==> src/rtl/opf_pkg.sv <==
// Shared opcodes and decode helper for the operand-fetch stage.
package opf_pkg;

    localparam logic [6:0] OP_LUI    = 7'b0110111;
    localparam logic [6:0] OP_AUIPC  = 7'b0010111;
    localparam logic [6:0] OP_JAL    = 7'b1101111;
    localparam logic [6:0] OP_JALR   = 7'b1100111;
    localparam logic [6:0] OP_BRANCH = 7'b1100011;
    localparam logic [6:0] OP_LOAD   = 7'b0000011;
    localparam logic [6:0] OP_STORE  = 7'b0100011;
    localparam logic [6:0] OP_IMM    = 7'b0010011;
    localparam logic [6:0] OP_REG    = 7'b0110011;

    typedef struct packed {
        logic uses_rs1;
        logic uses_rs2;
        logic writes_rd;
    } dec_t;

    // Unknown opcodes decode to no operands and no destination.
    function automatic dec_t decode(input logic [6:0] opcode);
        dec_t d;
        d = '0;
        case (opcode)
            OP_LUI, OP_AUIPC, OP_JAL: d.writes_rd = 1'b1;
            OP_JALR, OP_LOAD, OP_IMM: begin
                d.uses_rs1  = 1'b1;
                d.writes_rd = 1'b1;
            end
            OP_REG: begin
                d.uses_rs1  = 1'b1;
                d.uses_rs2  = 1'b1;
                d.writes_rd = 1'b1;
            end
            OP_BRANCH, OP_STORE: begin
                d.uses_rs1 = 1'b1;
                d.uses_rs2 = 1'b1;
            end
            default: ;
        endcase
        return d;
    endfunction

endpackage

==> src/rtl/opf_scoreboard.sv <==
// Busy bit per architectural register; OPF_WB_BYPASS_EN lets a same-cycle clear count as free.
module opf_scoreboard
    import opf_pkg::*;
#(
    parameter int unsigned REG_AW = 5
) (
    input  logic              clock,
    input  logic              reset,
    input  logic              set_en,
    input  logic [REG_AW-1:0] set_addr,
    input  logic              clr_en,
    input  logic [REG_AW-1:0] clr_addr,
    input  logic [REG_AW-1:0] qaddr1,
    input  logic [REG_AW-1:0] qaddr2,
    input  logic [REG_AW-1:0] qaddr3,
    output logic              busy1_c,
    output logic              busy2_c,
    output logic              busy3_c
);

    localparam int unsigned NREG = 1 << REG_AW;

    logic [NREG-1:0] sb;
    logic [NREG-1:0] sb_next;

    // Clear first so a coincident set wins; x0 can never become busy.
    always_comb begin
        sb_next = sb;
        if (clr_en) sb_next[clr_addr] = 1'b0;
        if (set_en) sb_next[set_addr] = 1'b1;
        sb_next[0] = 1'b0;
    end

    always_ff @(posedge clock) begin
        if (!reset) sb <= '0;
        else        sb <= sb_next;
    end

`ifdef OPF_WB_BYPASS_EN
    assign busy1_c = sb[qaddr1] && !(clr_en && (clr_addr == qaddr1));
    assign busy2_c = sb[qaddr2] && !(clr_en && (clr_addr == qaddr2));
    assign busy3_c = sb[qaddr3] && !(clr_en && (clr_addr == qaddr3));
`else
    assign busy1_c = sb[qaddr1];
    assign busy2_c = sb[qaddr2];
    assign busy3_c = sb[qaddr3];
`endif

endmodule

==> src/rtl/operand_fetch.sv <==
// RV32I decode/operand-fetch stage with busy scoreboard and single-entry ID/EX register.
// Build option OPF_WB_BYPASS_EN enables same-cycle writeback bypass and busy clear.
module operand_fetch
    import opf_pkg::*;
#(
    parameter int unsigned XLEN   = 32,
    parameter int unsigned REG_AW = 5
) (
    input  logic              clock,
    input  logic              reset,
    input  logic              inst_valid_in,
    input  logic [XLEN-1:0]   inst_in,
    input  logic [XLEN-1:0]   pc_in,
    output logic              inst_ready_out,
    output logic [REG_AW-1:0] rf_raddr1_out,
    output logic [REG_AW-1:0] rf_raddr2_out,
    input  logic [XLEN-1:0]   rf_rdata1_in,
    input  logic [XLEN-1:0]   rf_rdata2_in,
    input  logic              wb_we_in,
    input  logic [REG_AW-1:0] wb_waddr_in,
    input  logic [XLEN-1:0]   wb_wdata_in,
    output logic              ex_valid_out,
    input  logic              ex_ready_in,
    output logic [XLEN-1:0]   ex_pc_out,
    output logic [XLEN-1:0]   ex_inst_out,
    output logic [XLEN-1:0]   ex_rs1_data_out,
    output logic [XLEN-1:0]   ex_rs2_data_out,
    output logic [REG_AW-1:0] ex_rd_out
);

    logic [REG_AW-1:0] rs1, rs2, rd;
    dec_t              dec;
    logic              rd_wr;
    logic              busy1, busy2, busy3;
    logic              hazard;
    logic              accept;
    logic [XLEN-1:0]   op1, op2;

    assign rs1   = REG_AW'(inst_in[19:15]);
    assign rs2   = REG_AW'(inst_in[24:20]);
    assign rd    = REG_AW'(inst_in[11:7]);
    assign dec   = decode(inst_in[6:0]);
    assign rd_wr = dec.writes_rd && (rd != '0);

    assign rf_raddr1_out = rs1;
    assign rf_raddr2_out = rs2;

    opf_scoreboard #(.REG_AW(REG_AW)) u_sb (
        .clock    (clock),
        .reset    (reset),
        .set_en   (accept && rd_wr),
        .set_addr (rd),
        .clr_en   (wb_we_in),
        .clr_addr (wb_waddr_in),
        .qaddr1   (rs1),
        .qaddr2   (rs2),
        .qaddr3   (rd),
        .busy1_c  (busy1),
        .busy2_c  (busy2),
        .busy3_c  (busy3)
    );

    // Last term is the WAW stall on an in-flight destination.
    assign hazard = (dec.uses_rs1 && busy1) ||
                    (dec.uses_rs2 && busy2) ||
                    (rd_wr && busy3);

    assign inst_ready_out = reset && (!ex_valid_out || ex_ready_in) && !hazard;
    assign accept         = inst_valid_in && inst_ready_out;

    // x0 override is applied last so it beats any bypass hit.
    always_comb begin
        op1 = rf_rdata1_in;
`ifdef OPF_WB_BYPASS_EN
        if (wb_we_in && (wb_waddr_in == rs1)) op1 = wb_wdata_in;
`endif
        if (rs1 == '0) op1 = '0;
    end

    always_comb begin
        op2 = rf_rdata2_in;
`ifdef OPF_WB_BYPASS_EN
        if (wb_we_in && (wb_waddr_in == rs2)) op2 = wb_wdata_in;
`endif
        if (rs2 == '0) op2 = '0;
    end

`ifndef OPF_WB_BYPASS_EN
    logic unused_wdata;
    assign unused_wdata = ^wb_wdata_in;
`endif

    always_ff @(posedge clock) begin
        if (!reset) begin
            ex_valid_out    <= 1'b0;
            ex_pc_out       <= '0;
            ex_inst_out     <= '0;
            ex_rs1_data_out <= '0;
            ex_rs2_data_out <= '0;
            ex_rd_out       <= '0;
        end else if (accept) begin
            ex_valid_out    <= 1'b1;
            ex_pc_out       <= pc_in;
            ex_inst_out     <= inst_in;
            ex_rs1_data_out <= op1;
            ex_rs2_data_out <= op2;
            ex_rd_out       <= rd_wr ? rd : '0;
        end else if (ex_ready_in) begin
            ex_valid_out    <= 1'b0;
        end
    end

endmodule
==> config.mk <==
export PLATFORM = sky130hd
export DESIGN_NAME = operand_fetch
export DESIGN_NICKNAME = d
export VERILOG_FILES = /design/src/rtl/opf_pkg.sv /design/src/rtl/opf_scoreboard.sv /design/src/rtl/operand_fetch.sv
export SDC_FILE = /design/constraint.sdc
export NUM_CORES = 1
export LEC_CHECK = 0
export ABC_CLOCK_PERIOD_IN_PS = 6350
export CORE_AREA = 2 2 186 97
export CTS_BUF_LIST = sky130_fd_sc_hd__clkbuf_16
export DETAILED_ROUTE_END_ITERATION = 10
export DIE_AREA = 0 0 188 99
export PLACE_DENSITY_LB_ADDON = 0.3
export SLEW_MARGIN = 5
export SYNTH_ARGS = -nofsm -noshare
export SYNTH_HDL_FRONTEND = slang
export SYNTH_HIERARCHICAL = 1
export SYNTH_SLANG_ARGS = --single-unit
==> constraint.sdc <==
create_clock -name clock -period 6.35 [get_ports clock]
set_input_delay 1.905 -clock clock [delete_from_list [all_inputs] [get_ports clock]]
set_output_delay 1.905 -clock clock [all_outputs]
set_load 0.05 [all_outputs]
# After elaboration in Yosys (flattened, before gate mapping)
# Cells that the tools add are included.
totals:
  output_inout_bits: 145
  register_bits: 166
classes:
  muxes: 20
  n_reduce_logical: 22
  n_lt_le_gt_ge: 6
  bitwise: 3
  n_eq_ne: 9
ops:
  columns: ["cell", "n"]
  rows:
  - ["$mux W32", 4]
  - ["$and A32 B32 Y32", 1]
  - ["$not A32 Y32", 1]
  - ["$or A32 B32 Y32", 1]
  - ["$lt A5 B6 Y1 const B", 4]
  - ["$eq A7 B6 Y1 const B", 3]
  - ["$eq A7 B7 Y1 const B", 3]
  - ["$bmux W1 S5", 3]
  - ["$eq A7 B5 Y1 const B", 2]
  - ["$demux W1 S5", 2]
  - ["$ge A5 B1 Y1 const B", 2]
  - ["$logic_and A1 B1 Y1", 10]
  - ["$logic_not A5 Y1", 2]
  - ["$mux W1", 10]
  - ["$eq A7 B2 Y1 const B", 1]
  - ["$reduce_or A7 Y1", 1]
  - ["$reduce_or A6 Y1", 1]
  - ["$mux W5", 1]
  - ["$reduce_bool A5 Y1", 1]
  - ["$logic_or A1 B1 Y1", 3]
  - ["$reduce_or A3 Y1", 1]
  - ["$logic_not A1 Y1", 2]
  - ["$reduce_bool A2 Y1", 1]

# Logic depth before layout (Yosys ltp)
# Gate-level depths: netlist of run 1.
depth:
  word_depth: 11
  depth_mapped: 13

# Cells and area by module
# Netlist of run 1, hierarchy kept.
by_module_without_submodules:
  columns: ["module", "area_per_inst_um2", "cells_each", "seq_area_each_um2", "instances"]
  rows:
  - ["operand_fetch", 5452.7, 603, 2682.6, 1]
  - ["opf_scoreboard", 2197.1, 265, 620.6, 1]

# Least setup slack after synthesis of run 1
# Ideal clock, no wire load.
synth_timing:
  path_type: "in2out"
  from: "in inst_in[16]"
  to: "out inst_ready_out"
  t_required_ns: 4.445
  setup_slack_ns: 0.503
  stages: 8
  path_buffers: 1
  t_arrival_ns: 3.942
  path_cell_list: "buf_2 -> mux4_2 -> nand2b_1 -> o2111ai_1 -> nand4_1 -> nand4_1 -> a311o_1 -> nor2b_1"
synth_via:
  elab_chain_len: 7
synth_lines:
  columns: ["element", "line", "text"]
  rows:
  - ["start: declaration", "operand_fetch.sv:12", "input logic [XLEN-1:0] inst_in,"]
  - ["$bmux W1 S5", "opf_scoreboard.sv:44", "assign busy1_c = sb[qaddr1];"]
  - ["$mux W1 (implied by the code)", "opf_scoreboard.sv:44", null]
  - ["via busy1", "operand_fetch.sv:34", "logic busy1, busy2, busy3;"]
  - ["$logic_and A1 B1 Y1", "operand_fetch.sv:64", "assign hazard = (dec.uses_rs1 && busy1) ||"]
  - ["$logic_or A1 B1 Y1", "operand_fetch.sv:64", null]
  - ["$logic_or A1 B1 Y1", "operand_fetch.sv:65", "(dec.uses_rs2 && busy2) ||"]
  - ["$logic_not A1 Y1", "operand_fetch.sv:68", "assign inst_ready_out = reset && (!ex_valid_out || ex_ready_in) && !hazard;"]
  - ["$logic_and A1 B1 Y1", "operand_fetch.sv:68", null]
  - ["end: declaration", "operand_fetch.sv:14", "output logic inst_ready_out,"]
# The timed path passes the listed nets, and every way through them passes these cells. The select of a mux whose other input is x is not followed.

# Worst setup path after layout of run 1
# Ends and elaborated chain as after synthesis.

==> flow_summary.yaml, run 1 <==
detailed_routing:
  firstDrtPassIters: 5
  viasPerCell: 5.16
  vias: 7127
  drt_iter0_markers: 590
  avgRoutedWirePerCell_um: 17.5
  drc: 0
  ant_nets: 0
  wl_um: 24200
floorplan:
  core_area_um2: 17000
  ios: 315
  row_count: 34
  die_area_um2: 18600
  die_h_um: 99
  die_w_um: 188
  start_util_pct: 45.1
sta:
  skew_ps: 15.7
  rsz0062_at_grt: "no"
  period_minus_slack_ps: 6280
  relSlewSlack_pct: 31.8
  slew_violations: 0
  fmax_mhz: 159
  setup_tns_ps: 0
  worst_slew_pin_slew_ps: 1020
  post-route-period-util_pct: 98.9
  setup_viol: 0
  hold_violations: 0
cells_and_area:
  fillCellCount: 1393
  layout_commonest_cell: "clkdlybuf4s50_1"
  drive_gt1_share_pct: 6.28
  syn2layout_area_growth_pct: 47.1
  layout_common_cells: "clkdlybuf4s50_1 (279), nand2_1 (241), dfxtp_1 (165), mux2i_1 (160), inv_1 (68)"
  antenna_cells: 0
  instances_no_fill: 1381
  layout.nets: 1304
worst_setup_path:
  cp-end-kind: "primary output"
  slowest_delay_ps: 630
  crit_slowest_cell: "clkdlybuf4s50_1"
  reg2reg_slack_ps: 2820
  required_ps: 4450
  crit_top_cell: "nand4_1"
  r2r_start: "u_sb/sb[7]"
  crit_end: "inst_ready_out"
  reg2reg_to: "u_sb/sb[17]"
  cp_cell_sequence: "clkdlybuf4s50_1 > mux4_2 > nand2b_1 > o2111ai_1 > nand4_1 > nand4_1 > a311o_1 > nor2b_1 > buf_4 > buf_12"
  crit_path_start: "inst_in[16]"
  worstSetupPathType: "in -> out"
  rr_worst_depth: 13
  cp-start-kind: "input port"
  cp.arrival_ps: 4370
  critPathMaxFanout: 4
synth:
  synth_ff_type: "dfxtp_1"
  syn_area_per_cell_um2: 8.81
  synth_nets: 1038
  syn-instance-count: 868
  synthDominantAreaCellType: "dfxtp_1"
  yosysWarnings: 6
  async_flop_share_pct: 0
  synth_edf_count: 0
  yosysSeqAreaShare_pct: 43.2
  ys_ff_latch: 165
  synthTopCellsByArea: "dfxtp_1 (43%), mux2i_1 (21%), nand2_1 (12%), inv_1 (3.3%), a21boi_0 (3.0%)"
  netlist_area_um2: 7650
  synth_cell_types: 38
  synth_top_cell_area_share_pct: 43.2
global_routing:
  antenna_found_initial: 0
  grt_max_degree: 97
  grt_pass1_vias: 6725
  grt_usage_pct: 25.6
  grt.overflow.total: 0
  grt_pass1_wl_um: 37200
clock_tree:
  post-cts-setup-buffers: 0
  cts_tree: "yes"
  ctsHtreeMaxLevel: 4
  cts_inserted_buffers: 17
  cts_max_path_buffers: 2
  worst_skew_pair.late_latency_ps: 420
  clock-sinks: 165
  root_buffer: "clkbuf_16"
  postCtsHoldBufs: 0
  cts.clk_slew.worst_paths_ps: 60
hold_path:
  min_path_cells: 2
  min_path_type: "reg -> reg"
placement:
  portBuffers: 282
  dp_hpwl_um: 17600
  placed_cells: 1349
  gp_congestion: 0.950
status:
  outcome: "finished, final reports clean"
power:
  p_leak_nw: 5.06
  vdd_drop_max_v: 0.000189
  powerDensity_nw_per_um2: 250
flow_run:
  max-cap-violations: 0
-- cells by family (layout without fill, tap and decap cells) --
logic type | after synthesis | after routing | share of synthesized area (%)
compound gates | 96 | 96 | 8.16
buf+inv | 128 | 407 | 7.74
flops | 165 | 165 | 43.2
mux | 169 | 169 | 23.6
simple gates | 310 | 310 | 17.3
-- worst min-delay path by stage --
stage	start	endpoint	slack, ps
2_1_floorplan	u_sb/sb[17]	u_sb/sb[17]	470
3_3_place_gp	ex_rs2_data_out[14]	ex_rs2_data_out[14]	440
3_5_place_dp	ex_pc_out[24]	ex_pc_out[24]	450
4_1_cts	ex_pc_out[24]	ex_pc_out[24]	460
5_1_grt	ex_rs2_data_out[9]	ex_rs2_data_out[9]	470
6_report	ex_pc_out[1]	ex_pc_out[1]	460
-- area by class of cell --
type / instances / area (µm²) / area share, %
clock buffers: 17 / 425 / 3.78
clock inverters: 15 / 169 / 1.50
inverters: 68 / 255 / 2.27
multi-input cells: 575 / 3760 / 33.4
flip-flops and latches: 165 / 3300 / 29.3
well taps: 234 / 293 / 2.60
repair buffers: 307 / 3050 / 27.1
-- cell usage after synthesis (all sizes together) (7+ instances only) --
cell,number
nand2,241
dfxtp,165
mux2i,160
inv,68
a21boi,34
buf,34
o21ai,33
clkbuf,26
nand3,15
nor2,10
a21oi,9
mux4,9
nor2b,8
nand2b,7
-- stage by stage --
stage               cell area, µm²  util, %  setup WS [ps]  total power [mW]  hold slack [ps]
finish                       11300     66.3           71.8              2.81              457
global route                 11300     66.3           11.1              2.92              472
CTS                          11300     66.3           64.2              2.83              459
detailed placement           10700     62.8           83.7              1.78              451
global placement             10700     62.8           89.1              1.77              442
floorplan                     7650        -            503              1.52              474
-- per-layer routing --
| metal | up-vias | share of wire, % | track usage (%) |
|---|---|---|---|
| met4 | 0 | 1.1 | 5.81 |
| li1 | 3410 | - | - |
| met1 | 3336 | 44 | 34.7 |
| met2 | 359 | 43 | 38.6 |
| met5 | - | 0 | 0 |
| met3 | 22 | 11 | 9.69 |
-- sequential cells by signal, indices dropped and copies added, names as in the netlist --
| signal | flops |
|---|---|
| ex_inst_out | 32 |
| ex_rs2_data_out | 32 |
| ex_pc_out | 32 |
| ex_rs1_data_out | 32 |
| ex_valid_out | 1 |
| ex_rd_out | 5 |
| u_sb/sb | 31 |
-- what timing repair did --
item                                   in CTS  in global routing
gates resized for setup                     0                  1
endpoints found under the hold margin       0                  0
setup endpoints to repair                   0                  1
-- worst max-delay path: cells and delay by family --
| family | cells | cell delay [ps] |
|---|---|---|
| AOI/OAI and AO/OA | 2 | 350 |
| and+or+nand+nor | 4 | 680 |
| muxes | 1 | 530 |
| buffers and inverters | 3 | 910 |
-- power by group --
| group | switching [mW] | internal, mW | total (mW) |
|---|---|---|---|
| combinational | 0.383 | 0.253 | 0.636 |
| sequential | 0.0281 | 1.09 | 1.12 |
| clock | 0.465 | 0.592 | 1.06 |
No activity file was read; power rests on OpenSTA's default activity.
==> inputs of run 2 (changes only) <==
--- a/config.mk
+++ b/config.mk
@@ -6,13 +6,12 @@
 export NUM_CORES = 1
 export LEC_CHECK = 0
 export ABC_CLOCK_PERIOD_IN_PS = 6350
-export CORE_AREA = 2 2 186 97
+export CORE_AREA = 2 2 187 97
 export CTS_BUF_LIST = sky130_fd_sc_hd__clkbuf_16
 export DETAILED_ROUTE_END_ITERATION = 10
-export DIE_AREA = 0 0 188 99
+export DIE_AREA = 0 0 189 99
 export PLACE_DENSITY_LB_ADDON = 0.3
-export SLEW_MARGIN = 5
+export SLEW_MARGIN = 30
 export SYNTH_ARGS = -nofsm -noshare
 export SYNTH_HDL_FRONTEND = slang
-export SYNTH_HIERARCHICAL = 1
 export SYNTH_SLANG_ARGS = --single-unit
==> run 2 against run 1 <==
Against the previous run:
- routed wire length fell by 0.49%
- area after synthesis rose by 1.2%
- first-iteration DRC count fell by 18%
- synthesized cell count fell by 3.2%
- critical path depth fell by 2
- combinational power barely moved
- non-clock buffer count fell by 9
- largest cell class unchanged
- largest power group unchanged
- highest routed layer unchanged
==> flow_summary.yaml, run 2 <==
status:
  outcome: "finished, final reports clean"
clock_tree:
  cts_max_path_buffers: 2
  post-cts-setup-buffers: 0
  cts_resized: 0
  postCtsHoldBufs: 0
  cts.clk_slew.worst_paths_ps: 60
  root_buffer: "clkbuf_16"
  cts_tree: "yes"
  clock-sinks: 165
  ctsHtreeMaxLevel: 4
  cts_inserted_buffers: 17
  worst_skew_pair.late_latency_ps: 420
synth:
  synth_top_cell_area_share_pct: 42.7
  synthTopCellsByArea: "dfxtp_1 (43%), mux2i_1 (18%), nand2_1 (11%), mux4_2 (3.8%), inv_1 (3.1%)"
  netlist_area_um2: 7740
  yosysSeqAreaShare_pct: 42.7
  yosysMostFrequentCell: "nand2_1"
  async_flop_share_pct: 0
  synth_nets: 1010
  yosysWarnings: 0
  syn_area_per_cell_um2: 9.22
  synth_ff_type: "dfxtp_1"
  syn-instance-count: 840
  ys_ff_latch: 165
  ys_top_cells_by_count: "nand2_1 (225), dfxtp_1 (165), mux2i_1 (138)"
  synth_cell_types: 46
  synth_edf_count: 0
  synthDominantAreaCellType: "dfxtp_1"
cells_and_area:
  layout_commonest_cell: "clkdlybuf4s50_1"
  syn2layout_area_growth_pct: 44.2
  layout.nets: 1258
  fillCellCount: 1381
  layout_common_cells: "clkdlybuf4s50_1 (280), nand2_1 (225), dfxtp_1 (165), mux2i_1 (138), inv_1 (64)"
  utilization_pct: 65.4
  drive_gt1_share_pct: 7.90
  antenna_cells: 0
  instances_no_fill: 1335
detailed_routing:
  wl_um: 24100
  drc: 0
  drt_iter0_markers: 485
  wl_met3_um: 3200
  wl_met1_um: 10500
  viasPerCell: 5.28
  ant_nets: 0
  vias: 7049
  firstDrtPassIters: 5
  wl_met2_um: 10100
  topRoutingLayerUsed: "met4"
  avgRoutedWirePerCell_um: 18.0
placement:
  placed_cells: 1303
  dp_hpwl_um: 17400
  gp_congestion: 0.933
  portBuffers: 282
hold_path:
  min_path_cells: 2
  hp-start: "ex_inst_out[30]"
  whs_endpoint: "ex_inst_out[30]"
  min_path_type: "reg -> reg"
worst_setup_path:
  cp-start-kind: "input port"
  cp-end-kind: "primary output"
  critPathMaxFanout: 7
  rr_worst_depth: 10
  r2r_start: "u_sb.sb[22]"
  worstSetupPathType: "in -> out"
  required_ps: 4450
  reg2reg_to: "ex_rs1_data_out[30]"
  cp.arrival_ps: 4230
  reg2reg_slack_ps: 3090
sta:
  rsz0062_at_grt: "no"
  setup_viol: 0
  slew_violations: 0
  skew_ps: 15.7
  period_minus_slack_ps: 6140
  relSlewSlack_pct: 49.8
  fmax_mhz: 163
  setup_tns_ps: 0
  hold_violations: 0
  worst_slew_pin_slew_ps: 752
  post-route-period-util_pct: 96.6
global_routing:
  antenna_found_initial: 0
  grt_usage_pct: 25.9
  grt.overflow.total: 0
  grt_pass1_vias: 6750
  grt_max_degree: 67
  grt_pass1_wl_um: 37700
floorplan:
  ios: 315
  start_util_pct: 45.4
  die_area_um2: 18700
  row_count: 34
  die_h_um: 99
  core_area_um2: 17100
  die_w_um: 189
power:
  p_leak_nw: 4.95
  vdd_drop_max_v: 0.000192
  powerDensity_nw_per_um2: 251
flow_run:
  max-cap-violations: 0
run 2: per-stage QoR:
step,cell area [µm²],power [mW],setup WS [ps],hold WS (ps)
5_1_grt,11200,2.91,97.4,473
3_5_place_dp,10600,1.77,223,451
6_report,11200,2.80,215,458
3_3_place_gp,10600,1.77,229,444
4_1_cts,11200,2.82,214,460
2_1_floorplan,7740,1.53,963,476
run 2: cell families (layout without fill, tap and decap cells):
| logic type | count (synthesis) | after routing | synth area share, % |
|---|---|---|---|
| and+or+nand+nor | 298 | 298 | 16.4 |
| buffers and inverters | 133 | 394 | 8.87 |
| DFF | 165 | 165 | 42.7 |
| AOI/OAI and AO/OA | 81 | 81 | 8.73 |
| muxes | 163 | 163 | 23.4 |
run 2: critical path, stage by stage:
cell and delay (ps):
clkdlybuf4s50_1 760, mux4_2 570, o22ai_1 170, or4_1 170, nand4_1 90, a21oi_1 210
and2_1 200, buf_12 140
run 2: layer usage:
metal / track usage [%] / up-vias
met2: 36.7 / 357
met5: 0 / -
met3: 11.0 / 24
met1: 35.9 / 3297
met4: 6.73 / 0
li1: - / 3371
run 2: where the power goes:
group	leakage, nW	switching, mW	internal, mW
Sequential	1.35	0.0276	1.09
Clock	0.287	0.461	0.590
Combinational	3.31	0.388	0.246
Total	4.95	0.877	1.93
run 2: worst max-delay path by stage:
stage,from,end,slack [ps],depth (start not counted)
4_1_cts,inst_in[20],inst_ready_out,210,8
6_report,inst_in[20],inst_ready_out,210,8
5_1_grt,inst_in[20],inst_ready_out,100,8
3_5_place_dp,inst_in[20],inst_ready_out,220,8
3_3_place_gp,inst_in[20],inst_ready_out,230,8
2_1_floorplan,inst_in[11],inst_ready_out,960,8
run 2: area by class of cell:
class	instances	area, µm²	area share [%]
inverters	64	240	2.15
multi-input cells	542	3770	33.8
well taps	234	293	2.62
clock buffers	17	425	3.81
repair buffers	298	2960	26.5
flip-flops and latches	165	3300	29.6
clock inverters	15	170	1.52
